<file path="config.mk">
export PLATFORM = sky130hd
export DESIGN_NAME = frogger_game_ctrl
export DESIGN_NICKNAME = d
export VERILOG_FILES = /design/src/rtl/frogger_pkg.sv /design/src/rtl/frogger_game_ctrl_pause_timer.sv /design/src/rtl/frogger_game_ctrl.sv
export SDC_FILE = /design/constraint.sdc
export NUM_CORES = 1
export LEC_CHECK = 0
export CAP_MARGIN = 20
export CORE_MARGIN = 5
export CORE_UTILIZATION = 37
export CTS_CLUSTER_SIZE = 24
export DETAILED_ROUTE_END_ITERATION = 8
export DONT_BUFFER_PORTS = 1
export GPL_TIMING_DRIVEN = 0
export SLEW_MARGIN = 30
export SYNTH_ARGS = -nofsm -noshare
export SYNTH_HDL_FRONTEND = slang
export SYNTH_HIERARCHICAL = 1
export SYNTH_SLANG_ARGS = --single-unit
</file>
<file path="constraint.sdc">
create_clock -name clk -period 2.65 [get_ports clk]
set_clock_uncertainty 0.1 [all_clocks]
set_input_delay 0.6625 -clock clk [delete_from_list [all_inputs] [get_ports clk]]
set_output_delay 0.6625 -clock clk [all_outputs]
set_load 0.03 [all_outputs]
</file>
<file path="src/rtl/frogger_pkg.sv">
// Shared types and constants for the frogger game controller.
package frogger_pkg;

  typedef logic [2:0] speed_t;
  typedef logic [2:0] state_t;

  localparam state_t ST_IDLE      = 3'd0;
  localparam state_t ST_PLAY      = 3'd1;
  localparam state_t ST_HIT       = 3'd2;
  localparam state_t ST_WIN       = 3'd3;
  localparam state_t ST_GAME_OVER = 3'd4;

  localparam logic [4:0] ROW_START  = 5'd0;
  localparam logic [4:0] ROW_MEDIAN = 5'd8;
  localparam logic [4:0] ROW_GOAL   = 5'd16;
  localparam logic [3:0] SPAWN_COL  = 4'd7;

  function automatic int max3(input int a, input int b, input int c);
    int m;
    m = (a > b) ? a : b;
    return (m > c) ? m : c;
  endfunction

  // Rows where cars drive; kerb, median and goal are always safe.
  function automatic logic is_lane(input logic [4:0] row);
    return (row != ROW_START) && (row != ROW_MEDIAN) && (row < ROW_GOAL);
  endfunction

endpackage

</file>
<file path="src/rtl/frogger_game_ctrl_pause_timer.sv">
// Loadable down-counter; o_done is high while the count sits at zero.
module pause_timer #(
  parameter int W = 16
) (
  input  logic         clk,
  input  logic         rst,
  input  logic         i_load,
  input  logic [W-1:0] i_load_val,
  input  logic         i_en,
  output logic         o_done
);

  logic [W-1:0] r_cnt;

  always_ff @(posedge clk or posedge rst) begin
    if (rst)                      r_cnt <= '0;
    else if (i_load)              r_cnt <= i_load_val;
    else if (i_en && r_cnt != '0) r_cnt <= r_cnt - 1'b1;
  end

  assign o_done = (r_cnt == '0);

endmodule

</file>
<file path="src/rtl/frogger_game_ctrl.sv">
// Game sequencer: collisions, lives, level/speed, score, respawn and freeze.
// Optional post-respawn collision immunity enabled by FROGGER_GRACE_EN.
module frogger_game_ctrl
  import frogger_pkg::*;
#(
  parameter int LIVES_INIT   = 3,
  parameter int MAX_LEVEL    = 6,
  parameter int HIT_CYCLES   = 25000,
  parameter int WIN_CYCLES   = 25000,
  parameter int GRACE_CYCLES = 50000
) (
  input  logic        clk,
  input  logic        reset,
  input  logic        start,
  input  logic [4:0]  frog_row,
  input  logic [3:0]  frog_col,
  input  logic [15:0] row_bits,
  output logic [2:0]  speed,
  output logic [2:0]  lives,
  output logic [7:0]  score,
  output logic        frog_respawn,
  output logic        freeze,
  output logic        game_over
`ifdef FROGGER_GRACE_EN
  , output logic      grace
`endif
);

  localparam int CNT_W = $clog2(max3(HIT_CYCLES, WIN_CYCLES, GRACE_CYCLES) + 1);
  // Pause timer counts down to zero and exits on the zero cycle, so load N-1.
  localparam logic [CNT_W-1:0] HIT_LOAD = CNT_W'(HIT_CYCLES - 1);
  localparam logic [CNT_W-1:0] WIN_LOAD = CNT_W'(WIN_CYCLES - 1);
  localparam speed_t     MAX_SPD   = speed_t'(MAX_LEVEL);
  localparam logic [2:0] LIVES_LD  = 3'(LIVES_INIT);

  state_t     r_state;
  speed_t     r_speed;
  logic [2:0] r_lives;
  logic [7:0] r_score;
  logic       r_respawn;

  logic w_hit_raw, w_hit, w_goal, w_pause_done, w_enter_play, w_in_play;

  assign w_in_play = (r_state == ST_PLAY);
  assign w_hit_raw = w_in_play && is_lane(frog_row) && row_bits[frog_col];
  assign w_goal    = w_in_play && (frog_row == ROW_GOAL);

  assign w_enter_play = (((r_state == ST_IDLE) || (r_state == ST_GAME_OVER)) && start)
                     || ((r_state == ST_HIT) && w_pause_done && (r_lives != 3'd0))
                     || ((r_state == ST_WIN) && w_pause_done);

`ifdef FROGGER_GRACE_EN
  localparam logic [CNT_W-1:0] GRACE_LOAD = CNT_W'(GRACE_CYCLES);
  logic w_grace_done;

  pause_timer #(.W(CNT_W)) u_grace (
    .clk        (clk),
    .rst        (reset),
    .i_load     (w_enter_play),
    .i_load_val (GRACE_LOAD),
    .i_en       (w_in_play),
    .o_done     (w_grace_done)
  );

  assign w_hit = w_hit_raw && w_grace_done;
  assign grace = w_in_play && !w_grace_done;
`else
  assign w_hit = w_hit_raw;
`endif

  pause_timer #(.W(CNT_W)) u_pause (
    .clk        (clk),
    .rst        (reset),
    .i_load     (w_hit || w_goal),
    .i_load_val (w_hit ? HIT_LOAD : WIN_LOAD),
    .i_en       ((r_state == ST_HIT) || (r_state == ST_WIN)),
    .o_done     (w_pause_done)
  );

  always_ff @(posedge clk or posedge reset) begin
    if (reset) begin
      r_state   <= ST_IDLE;
      r_speed   <= '0;
      r_lives   <= LIVES_LD;
      r_score   <= '0;
      r_respawn <= 1'b0;
    end else begin
      r_respawn <= w_enter_play;
      case (r_state)
        ST_IDLE, ST_GAME_OVER: begin
          if (start) begin
            r_state <= ST_PLAY;
            r_lives <= LIVES_LD;
            r_speed <= '0;
            r_score <= '0;
          end
        end
        ST_PLAY: begin
          if (w_hit) begin
            r_state <= ST_HIT;
            if (r_lives != 3'd0) r_lives <= r_lives - 3'd1;
          end else if (w_goal) begin
            r_state <= ST_WIN;
            if (r_score != 8'hFF) r_score <= r_score + 8'd1;
          end
        end
        ST_HIT: begin
          if (w_pause_done) r_state <= (r_lives == 3'd0) ? ST_GAME_OVER : ST_PLAY;
        end
        ST_WIN: begin
          if (w_pause_done) begin
            r_state <= ST_PLAY;
            r_speed <= (r_speed < MAX_SPD) ? r_speed + 3'd1 : MAX_SPD;
          end
        end
        default: r_state <= ST_IDLE;
      endcase
    end
  end

  assign speed        = r_speed;
  assign lives        = r_lives;
  assign score        = r_score;
  assign frog_respawn = r_respawn;
  assign freeze       = !w_in_play;
  assign game_over    = (r_state == ST_GAME_OVER);

endmodule

</file>
=== Yosys cells after proc, flatten, opt, wreduce, memory -nomap -nowiden ===
Index checks and enable logic that the tools add are counted.
W data, S select, Z words.

* Input port bits: 28
* Output and inout port bits: 17
* Register bits after elaboration: 34
* Logic and storage cells: 83

* Multiplexer cells: 24
* Eq/ne operators: 16
* Reduce and logical (&&, ||, !) cells: 30
* Order comparisons: 3
* Add/subtract/negate cells: 4

{| class="wikitable"
|+ Operators by type and width
! kind !! number
|-
| $mux W3 || 12
|-
| $mux W16 || 2
|-
| $mux W8 || 4
|-
| $logic_not A16 Y1 || 1
|-
| $pmux W8 S2 || 1
|-
| $reduce_bool A16 Y1 || 1
|-
| $sub A16 B1 Y16 const B || 1
|-
| $ne A2 B2 Y1 const B || 6
|-
| $pmux W3 S2 || 2
|-
| $pmux W3 S4 || 1
|-
| $logic_and A1 B1 Y1 || 10
|-
| $add A8 B1 Y8 const B || 1
|-
| $ne A8 B8 Y1 const B || 1
|-
| $reduce_and A4 Y1 || 2
|-
| $eq A3 B2 Y1 const B || 2
|-
| $logic_not A3 Y1 || 2
|-
| $reduce_bool A2 Y1 || 3
|-
| $eq A5 B5 Y1 const B || 1
|-
| $logic_or A1 B1 Y1 || 5
|-
| $lt A4 B5 Y1 const B || 1
|-
| $lt A5 B5 Y1 const B || 1
|-
| $ne A5 B4 Y1 const B || 1
|-
| $reduce_and A5 Y1 || 1
|-
| $reduce_bool A5 Y1 || 1
|-
| 13 further kinds || 14
|}

=== Depth between registers and ports, before layout ===
Gate-level depths: netlist (run 1).

* Depth in word-level cells: 7
* Mapped depth: 9
* Gate-level depth less buffers: 9

=== By module ===
Netlist (run 1), hierarchy kept.

{| class="wikitable"
|+ Modules (own cells, without submodules)
! module !! times used !! area an instance (µm²) !! sequential area each (µm²) !! cells each
|-
| frogger_game_ctrl || 1 || 1247.4 || 452.9 || 127
|-
| pause_timer || 1 || 1034.7 || 400.4 || 122
|}

=== Least setup slack after synthesis (run 1) ===
No wires, ideal clock.

* Kind: in2reg
* From: input frog_col[3]
* To: register u_pause.r_cnt[0]
* Data arrival time: 2.235 ns
* Library setup time: 0.135 ns
* Path buffers: 3
* Data required time: 2.415 ns
* Slack: 0.180 ns
* Cell stages on the path: 8
* Cell sequence: buf_4 > mux2i_1 > a22oi_1 > nand4_2 > a31oi_2 > clkbuf_1 > clkbuf_1 > o21ai_0

* Longest elaborated chain between the ends: 5
* Elaborated cells between the ends (all ways): 6
* Those cells by class: 3 x mux; 3 x reduce/logical

{| class="wikitable"
|+ Ends and longest elaborated chain
! what !! line !! RTL
|-
| from (decl) || frogger_game_ctrl.sv:16 || <nowiki>input logic [3:0] frog_col,</nowiki>
|-
| $bmux W1 S4 (*) || frogger_game_ctrl.sv:45 || <nowiki>assign w_hit_raw = w_in_play && is_lane(frog_row) && row_bits[frog_col];</nowiki>
|-
| $mux W1 (implied by the code) (*) || frogger_game_ctrl.sv:45 ||
|-
| $logic_and A1 B1 Y1 (*) || frogger_game_ctrl.sv:45 ||
|-
| $logic_or A1 B1 Y1 (*) || frogger_game_ctrl.sv:74 || <nowiki>.i_load (w_hit || w_goal),</nowiki>
|-
| $mux W16 or $reduce_bool A2 Y1 (tied branches) || -- ||
|-
| to (signal assigned) || frogger_game_ctrl_pause_timer.sv:17 || <nowiki>else if (i_load) r_cnt <= i_load_val;</nowiki>
|-
| to (signal assigned) || frogger_game_ctrl_pause_timer.sv:18 || <nowiki>else if (i_en && r_cnt != '0) r_cnt <= r_cnt - 1'b1;</nowiki>
|-
| to (decl) || frogger_game_ctrl_pause_timer.sv:13 || <nowiki>logic [W-1:0] r_cnt;</nowiki>
|}

Every way passes the cells marked *; elsewhere a longest branch is shown, timed or not. The select of a mux whose other input is x is not followed.
A chain may end at the register's enable or synchronous reset.

=== Worst setup path after layout (run 1) ===
* From: register u_pause.r_cnt[0]
* To: register r_state[0]

* Longest elaborated chain between the ends: 3
* Elaborated cells between the ends (all ways): 4
* Those cells by class: 2 x eq/ne; 2 x reduce/logical

{| class="wikitable"
|+ Ends and longest elaborated chain
! what !! line !! RTL
|-
| $logic_not A16 Y1 (*) || frogger_game_ctrl_pause_timer.sv:21 || <nowiki>assign o_done = (r_cnt == '0);</nowiki>
|-
| net w_pause_done || frogger_game_ctrl.sv:42 || <nowiki>logic w_hit_raw, w_hit, w_goal, w_pause_done, w_enter_play, w_in_play;</nowiki>
|-
| $ne A2 B2 Y1 (no line) || -- ||
|-
| $reduce_and A4 Y1 (no line) (*) || -- ||
|-
| to (signal assigned) || frogger_game_ctrl.sv:108 || <nowiki>if (w_pause_done) r_state <= (r_lives == 3'd0) ? ST_GAME_OVER : ST_PLAY;</nowiki>
|-
| to (decl) || frogger_game_ctrl.sv:36 || <nowiki>state_t r_state;</nowiki>
|}

Mark *: on every way through the listed nets, which the timed path passes. The rest lies on a longest branch.

==> results.txt, run 1 <==
Outcome -> completed
Antenna violations before repair -> 0
Total grt overflow -> 0
Crit Path Class -> reg2reg
Via-to-Cell Ratio -> 5.46
Fraction of layout cells with a size suffix above 1 -> 14.0%
CP Buf/Inv Count -> 3
CORE AREA -> 5960 um2
Post-CTS Setup Inserts -> 0
Slew Limit Headroom -> 52.8%
Crit end category -> flip-flop
Uppermost routed layer -> met4
N_diodes -> 0
Final Wtd Congestion -> 0.852
Syn Inst Count -> 249
Final Cycle Share -> 96.0%
Hold buffers post-CTS -> 0
Worst path slowest cell -> or4b_2
Tightest Pin Transition -> 0.702 ns
Synth-to-Final Area Change -> 11.5%
Tmin final -> 2.54 ns
Bufs on Longest Clock Path -> 2
Largest delay share family, worst path -> simple AND/OR/NAND/NOR gates
Post-synth top flop -> dfrtp_1
Crit Path Max Fanout -> 9
Final setup violation count -> 0
Placed cell area -> 2430 um2
Slew Limit Fails -> 0
Post-Syn Area -> 2280 um2
CTS sink count -> 34
Clk pin slew, worst setup/hold paths -> 0.07 ns
Worst path depth -> 9
Post-synthesis cell type count -> 67
Fin area -> 2540 um2
H-tree levels -> 2
Area leader, netlist -> dfrtp_1
Setup TNS -> 0 ns
Count of flip-flops with a built-in enable after synthesis -> 0
M1 WL -> 2.31 mm
Pwr Density -> 863 nW/um2
Asr flop ratio synth -> 100%
Synth top area share -> 35.1%
Starting density of the core -> 38.3%
CP Data Arrival Time -> 2.65 ns
Hold Fails Final Rpt -> 0
Fmax -> 393 MHz
First-pass GRT wire length -> 8.98 mm
Seq/Total Area, Yosys -> 37.4%
Pre-antenna DRT Iters -> 4
Startpoint types -> flip-flop
Flops & latches, synth -> 34
Routed Antenna Nets -> 0
MaxCap Viol Count -> 0
Initial drt markers -> 95
P_leak -> 1.04 nW
Pin count of the biggest net entering global routing -> 19
Clk_lat worst skew -> 0.29 ns
WL/cell -> 15.2 um
R2R depth -> 9
Total number of vias -> 1888
CTS buffer count -> 5
Synth warnings -> 6
Root Buffer -> clkbuf_8
Gr usage total -> 14.8%
Drt total wl -> 5.24 mm
Layout Nets -> 303
Critical Path Max Stage Delay -> 0.62 ns
Commonest cells post-synth -> 32 x dfrtp_1, 27 x nand2_1, 27 x nor2_1
DR WL met3 -> 239 um
Worst hold path type -> in2async
Ranking of synthesized cells by area -> dfrtp_1 35%, nand2_1 4.4%, nor2_1 4.4%, ha_1 2.7%, xnor2_1 2.7%
CP required -> 2.75 ns
VDD IR max -> 0.372 mV
Most frequent CP cell -> inv_1
Crit-path cells -> inv_1 > ha_4 > or4b_2 > or4_4 > inv_4 > inv_1 > o21ai_0 > a21oi_1 > o31ai_2
Die X -> 88.5 um
Syn_area_per_cell -> 9.17 um2
Cell Rows -> 28
Vias in the first global route -> 1815
Most numerous cell in the Yosys netlist -> dfrtp_1
DR WL met2 -> 2.58 mm
CTS tree -> built
Die area -> 7840 um2
Final HPWL DP -> 3.85 mm
IO Pins -> 45
Buffers on Ports -> 0
DRC violations left -> 0
Die Y -> 88.5 um
metrics by stage:
stage | instances | power [mW] | hold WS, ns | setup WS (ns) | utilization (%)
floorplan | 263 | 1.60 | 0.420 | 0.180 | -
global placement | 338 | 1.76 | 0.446 | -0.230 | 40.8
detailed placement | 338 | 1.78 | 0.445 | -0.255 | 40.8
CTS | 346 | 2.18 | 0.278 | 0.00416 | 42.4
global route | 346 | 2.39 | 0.312 | -0.00965 | 42.7
finish | 346 | 2.20 | 0.239 | 0.107 | 42.7
flip-flops by register name, indices dropped and copies added, names as in the netlist:
register       count
score              8
frog_respawn       1
r_state            3
lives              3
u_pause/r_cnt     16
speed              3
routing by layer:
layer / up-vias / global-route usage [%]
met5: - / 0
met4: 0 / 6.73
met3: 9 / 3.82
met2: 44 / 23.7
met1: 880 / 18.8
li1: 955 / -
logic make-up after synthesis:
family                     synth area share, %
AOI/OAI and AO/OA                         16.4
xor gates and xnor gates                  3.45
adders and majority gates                 2.74
buffers and inverters                     4.00
DFF                                       37.4
muxes                                     5.59
other                                    0.329
and+or+nand+nor                           30.0
power by group:
group / internal [mW] / total, mW / switching [mW]
registers: 0.705 / 1.02 / 0.320
clock network: 0.182 / 0.379 / 0.196
logic: 0.358 / 0.792 / 0.434
total: 1.24 / 2.20 / 0.951
cell usage in the layout, fill, tap and decap left out, types with 8 or more instances in the layout:
cell	synthesis	routed
conb_1	2	16
nand2_1	27	27
dfrtp_1	32	31
a21oi_1	9	9
inv_1	13	13
nand3_1	9	9
nor3_1	10	10
o21ai_0	8	8
nor2_1	27	27
area by class of cell:
class                   count  area [um2]
fillers                   604        3410
multi-input cells         208        1420
flip-flops and latches     34         855
well taps                  75        93.8
clock buffers               6        72.6
inverters                  14        55.1
plain buffers               7        42.5
clock inverters             2        10.0
worst reg2reg max path, stage by stage (launching register included):
cell     delay, ns
dfrtp_1       0.40
inv_1         0.14
ha_4          0.19
or4b_2        0.62
or4_4         0.47
inv_4         0.12
inv_1         0.07
o21ai_0       0.17
a21oi_1       0.10
o31ai_2       0.08
final timing paths:
| kind | slack [ns] | to | start |
|---|---|---|---|
| worst max-delay path | 0.11 | r_state[0]$_DFFE_PP0P_ | u_pause/r_cnt[0]$_DFFE_PP0P_ |
| worst min register to register | 0.46 | r_state[2]$_DFFE_PP0P_ | r_state[0]$_DFFE_PP0P_ |
| worst max register to register | 0.11 | r_state[0]$_DFFE_PP0P_ | u_pause/r_cnt[0]$_DFFE_PP0P_ |
| min in group clk | 0.46 | r_state[2]$_DFFE_PP0P_ | r_state[0]$_DFFE_PP0P_ |
| worst min-delay path | 0.24 | u_pause/r_cnt[5]$_DFFE_PP0P_ | reset |
| max in group asynchronous | 1.71 | r_state[1]$_DFFE_PP0P_ | reset |
repair_timing:
item,in CTS,in global routing
pin swaps,0,1
endpoints found under the setup margin,3,11
gates resized for setup,3,9
No activity file was read; power rests on OpenSTA's default activity.
==> run 2: changes to the inputs <==
--- a/config.mk
+++ b/config.mk
@@ -5,9 +5,10 @@
 export SDC_FILE = /design/constraint.sdc
 export NUM_CORES = 1
 export LEC_CHECK = 0
+export ABC_AREA = 0
 export CAP_MARGIN = 20
-export CORE_MARGIN = 5
-export CORE_UTILIZATION = 37
+export CORE_MARGIN = 4
+export CORE_UTILIZATION = 40
 export CTS_CLUSTER_SIZE = 24
 export DETAILED_ROUTE_END_ITERATION = 8
 export DONT_BUFFER_PORTS = 1
==> run 2 against run 1 <==
Wire length decreased by 7.1%. Critical endpoint is now u_pause/r_cnt[13]$_DFFE_PP0P_. Sequential cell count unchanged. Sequential share of layout area decreased by 0.49 points. Clock-buffer cell count increased by 1. Combinational power about the same.
==> results.txt, run 2 (synthesis results as in run 1) <==
Outcome -> completed
Critical Path Max Stage Delay -> 0.56 ns (-0.06 ns)
Post-Layout Cell Count -> 343 (-0.87%)
Fraction of layout cells with a size suffix above 1 -> 14.0% (unchanged)
Worst path slowest cell -> or4b_1
Final hold slack -> 0.247 ns (+0.00790 ns)
Startpoint types -> flip-flop
Final Wtd Congestion -> 0.812 (-4.7%)
Reg2Reg Setup Slack -> 0.16 ns (+0.05 ns)
P_leak -> 1.06 nW (+1.4%)
Placed cells -> 335 (-0.89%)
Fin area -> 2580 um2 (+1.5%)
R2R depth -> 6 (-3)
Final setup violation count -> 0 (unchanged)
Gr usage total -> 14.4% (-0.38 points)
Fmax -> 402 MHz (+2.2%)
RSZ-0062 raised after global routing -> false
Crit Path Max Fanout -> 14 (+5)
Initial drt markers -> 70 (-26%)
IO Pins -> 45 (unchanged)
Crit Reg-Reg Startpoint -> r_state[1]$_DFFE_PP0P_
Tightest Pin Transition -> 0.703 ns (+0.00149 ns)
Crit-path cells -> nor2b_1 > buf_2 > or4b_1 > a311oi_2 > a21oi_1 > a311o_1
CORE AREA -> 5510 um2 (-7.5%)
Via-to-Cell Ratio -> 5.55 (+1.8%)
Die Y -> 83.5 um (-5.6%)
RR Endpoint -> u_pause/r_cnt[13]$_DFFE_PP0P_
Pre-CTS WS -> -0.254 ns (+0.000713 ns)
Bufs on Longest Clock Path -> 2 (unchanged)
Routed Antenna Nets -> 0 (unchanged)
CP startpoint -> r_state[1]$_DFFE_PP0P_
Cell Rows -> 27 (-3.6%)
Total grt overflow -> 0 (unchanged)
N_diodes -> 0 (unchanged)
Antenna violations before repair -> 0 (unchanged)
Root Buffer -> clkbuf_8
M2 GR Usage -> 22.4% (-1.3 points)
Synth-to-Final Area Change -> 13.1%
Most frequent cells in the layout -> 31 x dfrtp_1, 27 x nor2_1, 27 x nand2_1
CTS sink count -> 34 (unchanged)
Biggest register -> u_pause/r_cnt
CTS tree -> built
Tmin final -> 2.49 ns (-0.0542 ns)
Slew Limit Fails -> 0 (unchanged)
Fillcell total -> 540 (-11%)
Clk pin slew, worst setup/hold paths -> 0.08 ns (about the same)
First-pass GRT wire length -> 8.29 mm (-7.7%)
Clk_lat worst skew -> 0.29 ns (about the same)
Crit Path Class -> reg2reg
Setup TNS -> 0 ns (unchanged)
Power Total -> 2.33 mW (+6.0%)
Pwr Density -> 902 nW/um2 (+4.5%)
Crit end category -> flip-flop
Final core occ -> 46.9% (+4.2 points)
H-tree levels -> 2 (unchanged)
Most common cell after layout, fill and taps aside -> dfrtp_1
Total number of vias -> 1905 (+0.90%)
Grt peak-use layer -> met2
Die X -> 83.5 um (-5.6%)
Starting density of the core -> 41.4% (+3.1 points)
CP Data Arrival Time -> 2.56 ns (-0.09 ns)
Placed cell area -> 2420 um2 (-0.15%)
MaxCap Viol Count -> 0 (unchanged)
Drt total wl -> 4.87 mm (-7.1%)
WL/cell -> 14.2 um (-6.2%)
Die area -> 6980 um2 (-11%)
Final Cycle Share -> 93.9% (-2.0 points)
Number of flip-flops in the largest register -> 16 (unchanged)
Vias in the first global route -> 1770 (-2.5%)
DRC violations left -> 0 (unchanged)
Setup WS post-layout -> 0.161 ns (+0.0542 ns)
Worst hold path type -> in2async
Buffers on Ports -> 0 (unchanged)
Pin count of the biggest net entering global routing -> 19 (unchanged)
Hold Fails Final Rpt -> 0 (unchanged)
Layout Nets -> 303 (unchanged)
Final HPWL DP -> 3.61 mm (-6.4%)
Grt met1 use -> 19.5% (+0.72 points)
Slew Limit Headroom -> 52.7% (-0.10 points)
Pre-antenna DRT Iters -> 4 (unchanged)
VDD IR max -> 0.279 mV (-25%)
Critical Path End -> u_pause/r_cnt[13]$_DFFE_PP0P_
Post-CTS Setup Inserts -> 0 (unchanged)
CP required -> 2.72 ns (-0.03 ns)
Met3 Resource Use GR -> 3.85% (+0.032 points)
CTS buffer count -> 5 (unchanged)
## run 2: cell count changes in the layout (fill, tap and decap cells not counted)
cell,previous run,this run
inv_1,13,12
clkbuf_2,2,1
clkbuf_1,2,3
inv_2,0,1
clkinv_2,2,0
clkbuf_8,5,6
nor4bb_2,1,0
nor4bb_4,0,1
bufinv_16,0,1
## run 2: worst min-delay path by stage
stage          slack, ns                      endpoint
2_1_floorplan       0.42        r_state[2]$_DFFE_PP0P_
3_3_place_gp        0.44        r_state[2]$_DFFE_PP0P_
3_5_place_dp        0.45        r_state[2]$_DFFE_PP0P_
4_1_cts             0.27  u_pause/r_cnt[5]$_DFFE_PP0P_
5_1_grt             0.29  u_pause/r_cnt[3]$_DFFE_PP0P_
6_report            0.25  u_pause/r_cnt[5]$_DFFE_PP0P_
## run 2: critical path, delay by kind of cell (launching register included)
kind	cells	cell delay, ns
AOI/OAI and AO/OA	3	0.86
and+or+nand+nor	2	0.69
DFF	1	0.44
buffers and inverters	1	0.27
## run 2: layout make-up
| type | instances | area, um2 | share of cell area [%] |
|---|---|---|---|
| Buffer | 7 | 41.3 | 1.60 |
| Clock buffer | 7 | 86.3 | 3.34 |
| Clock inverter | 1 | 30.0 | 1.16 |
| Inverter | 14 | 55.1 | 2.13 |
| Multi-Input combinational cell | 208 | 1420 | 55.2 |
| Sequential cell | 34 | 855 | 33.1 |
| Tap cell | 72 | 90.1 | 3.49 |
## run 2: timing repair
item,CTS,global route
setup endpoints to repair,3,11
pin swaps,0,1
hold endpoints to repair,0,0
resized for setup,3,9
hold buffers,0,0
## run 2: where the power goes
| group | switching (mW) | internal (mW) | leakage, nW |
|---|---|---|---|
| clock network | 0.200 | 0.307 | 0.0585 |
| registers | 0.327 | 0.704 | 0.415 |
| logic | 0.423 | 0.366 | 0.582 |
| total | 0.950 | 1.38 | 1.06 |
## run 2: routing by layer
layer	vias up	share of wire, %
met1	902	48
met4	0	1.4
met5	-	0
met2	43	45
met3	6	5.3
li1	954	-
==> run 3: changes to the inputs <==
--- a/config.mk
+++ b/config.mk
@@ -7,6 +7,7 @@
 export LEC_CHECK = 0
 export ABC_AREA = 0
 export CAP_MARGIN = 20
+export CORE_ASPECT_RATIO = 0.5
 export CORE_MARGIN = 4
 export CORE_UTILIZATION = 40
 export CTS_CLUSTER_SIZE = 24
==> run 3 against run 2 <==
Hold slack got worse by 0.0041 ns. Wire length rose by 5.5%. Clock-buffer cell count did not move. First-iteration DRC count rose by 44%. Largest power group unchanged. Non-clock buffer count did not move. Register-to-register slack got worse by 0.04 ns.
==> results.txt, run 3 (synthesis results as in run 1) <==
Crit Path Class -> reg2reg
RSZ-0062 raised after global routing -> false
CTS buffer count -> 5 (unchanged)
Number of flip-flops in the largest register -> 16 (unchanged)
Tmin final -> 2.52 ns (+0.0355 ns)
Crit Reg-Reg Startpoint -> u_pause/r_cnt[1]$_DFFE_PP0P_
Layout Nets -> 303 (unchanged)
Bufs on Longest Clock Path -> 2 (unchanged)
Hold Fails Final Rpt -> 0 (unchanged)
Final Cycle Share -> 95.2% (+1.3 points)
Final setup violation count -> 0 (unchanged)
Hold buffers post-CTS -> 0 (unchanged)
R2R depth -> 8 (+2)
Fmax -> 396 MHz (-1.4%)
First-pass GRT wire length -> 8.80 mm (+6.2%)
Clk_lat worst skew -> 0.28 ns (about the same)
Clk pin slew, worst setup/hold paths -> 0.06 ns (-0.02 ns)
Outcome -> completed
CTS sink count -> 34 (unchanged)
CP required -> 2.71 ns (about the same)
RR Endpoint -> speed[2]$_DFFE_PP0P_
Fin area -> 2630 um2 (+1.9%)
Routed Antenna Nets -> 0 (unchanged)
Most common cell after layout, fill and taps aside -> dfrtp_1
Crit end category -> flip-flop
Starting density of the core -> 41.6% (+0.11 points)
Post-CTS Setup Inserts -> 0 (unchanged)
Antenna violations before repair -> 0 (unchanged)
Drt total wl -> 5.14 mm (+5.5%)
Pin count of the biggest net entering global routing -> 19 (unchanged)
Placed cell area -> 2430 um2 (about the same)
Placed cells -> 336 (+0.30%)
Startpoint types -> flip-flop
Slew Limit Fails -> 0 (unchanged)
IO Pins -> 45 (unchanged)
Total grt overflow -> 0 (unchanged)
Crit-path cells -> inv_1 > ha_4 > or4b_2 > or4_4 > inv_4 > a31oi_1 > nor3_1 > nor3_1
Biggest register -> u_pause/r_cnt
Clock power frac -> 27.2% (+5.4 points)
Sw frac -> 38.8% (-2.0 points)
Pre-antenna DRT Iters -> 4 (unchanged)
Die area -> 7050 um2 (+1.0%)
Internal -> 1.53 mW (+11%)
CTS tree -> built
Final HPWL DP -> 3.89 mm (+7.9%)
H-tree levels -> 2 (unchanged)
Tightest Pin Transition -> 0.702 ns (-0.000976 ns)
Buffers on Ports -> 0 (unchanged)
Pwr Density -> 952 nW/um2 (+5.6%)
WL/cell -> 14.9 um (+5.2%)
Most frequent cells in the layout -> 32 x dfrtp_1, 27 x nor2_1, 27 x nand2_1
VDD IR max -> 0.383 mV (+37%)
Die Y -> 61.4 um (-26%)
Worst hold path type -> in2async
P_leak -> 1.08 nW (+2.6%)
Sw Pwr -> 0.973 mW (+2.4%)
Reg2Reg Setup Slack -> 0.13 ns (-0.04 ns)
CP Data Arrival Time -> 2.58 ns (+0.02 ns)
DRC violations left -> 0 (unchanged)
Final Wtd Congestion -> 0.843 (+3.8%)
Initial drt markers -> 101 (+44%)
Power share of the combinational group -> 31.4% (-2.5 points)
Vias in the first global route -> 1853 (+4.7%)
Critical Path Max Stage Delay -> 0.62 ns (+0.06 ns)
N_diodes -> 0 (unchanged)
Die X -> 115 um (+37%)
Crit Path Max Fanout -> 9 (-5)
Gr usage total -> 15.7% (+1.3 points)
Synth-to-Final Area Change -> 15.3%
Worst path slowest cell -> or4b_2
Root Buffer -> clkbuf_16
Seq pwr share -> 41.4% (-2.9 points)
Slew Limit Headroom -> 53.1% (+0.45 points)
MaxCap Viol Count -> 0 (unchanged)
Post-Layout Cell Count -> 344 (+0.29%)
Via-to-Cell Ratio -> 5.65 (+1.6%)
CORE AREA -> 5490 um2 (-0.27%)
Cell Rows -> 19 (-30%)
Most frequent CP cell -> nor3_1
Total number of vias -> 1942 (+1.9%)
Fraction of layout cells with a size suffix above 1 -> 14.4% (+0.37 points)
==> run 3: cell types whose count changed in the layout (fill, tap and decap cells not counted) <==
cell,change
dfrtp_1,+1
nor4bb_2,+1
clkbuf_16,+5
clkbuf_2,+2
dfrtp_2,-1
clkbuf_1,-2
clkbuf_8,-5
nor4bb_4,-1
==> run 3: cell type report <==
cell class,count,area [um2]
Fill cell,519,2860
Multi-Input combinational cell,208,1420
Sequential cell,34,853
Clock buffer,7,143
Tap cell,73,91.3
Inverter,14,55.1
Buffer,7,43.8
Clock inverter,1,30.0
==> run 3: through the flow <==
stage / setup WS, ns / setup TNS, ns / hold WS, ns / power [mW] / utilization (%)
5_1_grt: 0.0134 / 0 / 0.322 / 2.69 / 47.9
3_5_place_dp: -0.274 / -2.14 / 0.446 / 1.79 / 44.2
3_3_place_gp: -0.178 / -1.35 / 0.445 / 1.75 / 44.2
2_1_floorplan: 0.180 / 0 / 0.420 / 1.60 / -
6_report: 0.126 / 0 / 0.243 / 2.51 / 47.9
4_1_cts: 0.00410 / 0 / 0.284 / 2.48 / 47.3
==> run 3: how the worst max path moves through the flow <==
stage,cells after the start,endpoint,slack [ns],from
after global routing,9,r_state[0]$_DFFE_PP0P_,0.01,u_pause/r_cnt[1]$_DFFE_PP0P_
after detailed placement,8,u_pause/r_cnt[0]$_DFFE_PP0P_,-0.27,frog_col[3]
after CTS,6,u_pause/r_cnt[0]$_DFFE_PP0P_,0.004,r_state[1]$_DFFE_PP0P_
after global placement,8,u_pause/r_cnt[12]$_DFFE_PP0P_,-0.18,frog_col[3]
after floorplan,8,u_pause/r_cnt[0]$_DFFE_PP0P_,0.18,frog_col[3]
final,8,speed[2]$_DFFE_PP0P_,0.13,u_pause/r_cnt[1]$_DFFE_PP0P_
==> run 3: timing repair <==
item                       CTS  global route
gates resized for setup      1            13
pin swaps                    0             1
setup endpoints to repair    3            13
==> run 3: power groups by stage <==
stage | combinational, mW | sequential [mW] | clock, mW
after floorplan | 0.630 | 0.967 | 0
after global placement | 0.727 | 1.03 | 0
after detailed placement | 0.754 | 1.03 | 0
after CTS | 0.758 | 1.03 | 0.694
after global routing | 0.902 | 1.07 | 0.717
final | 0.787 | 1.04 | 0.682
==> run 3: routing by layer <==
| layer | wire length [um] | vias up | GRT usage, % |
|---|---|---|---|
| met1 | 2270 | 937 | 18.9 |
| met3 | 287 | 6 | 4.22 |
| li1 | - | 958 | - |
| met2 | 2520 | 41 | 28.5 |
| met5 | 0 | - | 0 |
| met4 | 59 | 0 | 5.02 |
==> run 3: worst max-delay path: cells and delay by family (launching register included) <==
| kind | cells | cell delay (ns) |
|---|---|---|
| AO/OA/AOI/OAI | 1 | 0.14 |
| AND/OR/NAND/NOR | 4 | 1.38 |
| buffers and inverters | 2 | 0.22 |
| flip-flops | 1 | 0.40 |
| adder cells (fa/ha/maj) | 1 | 0.16 |
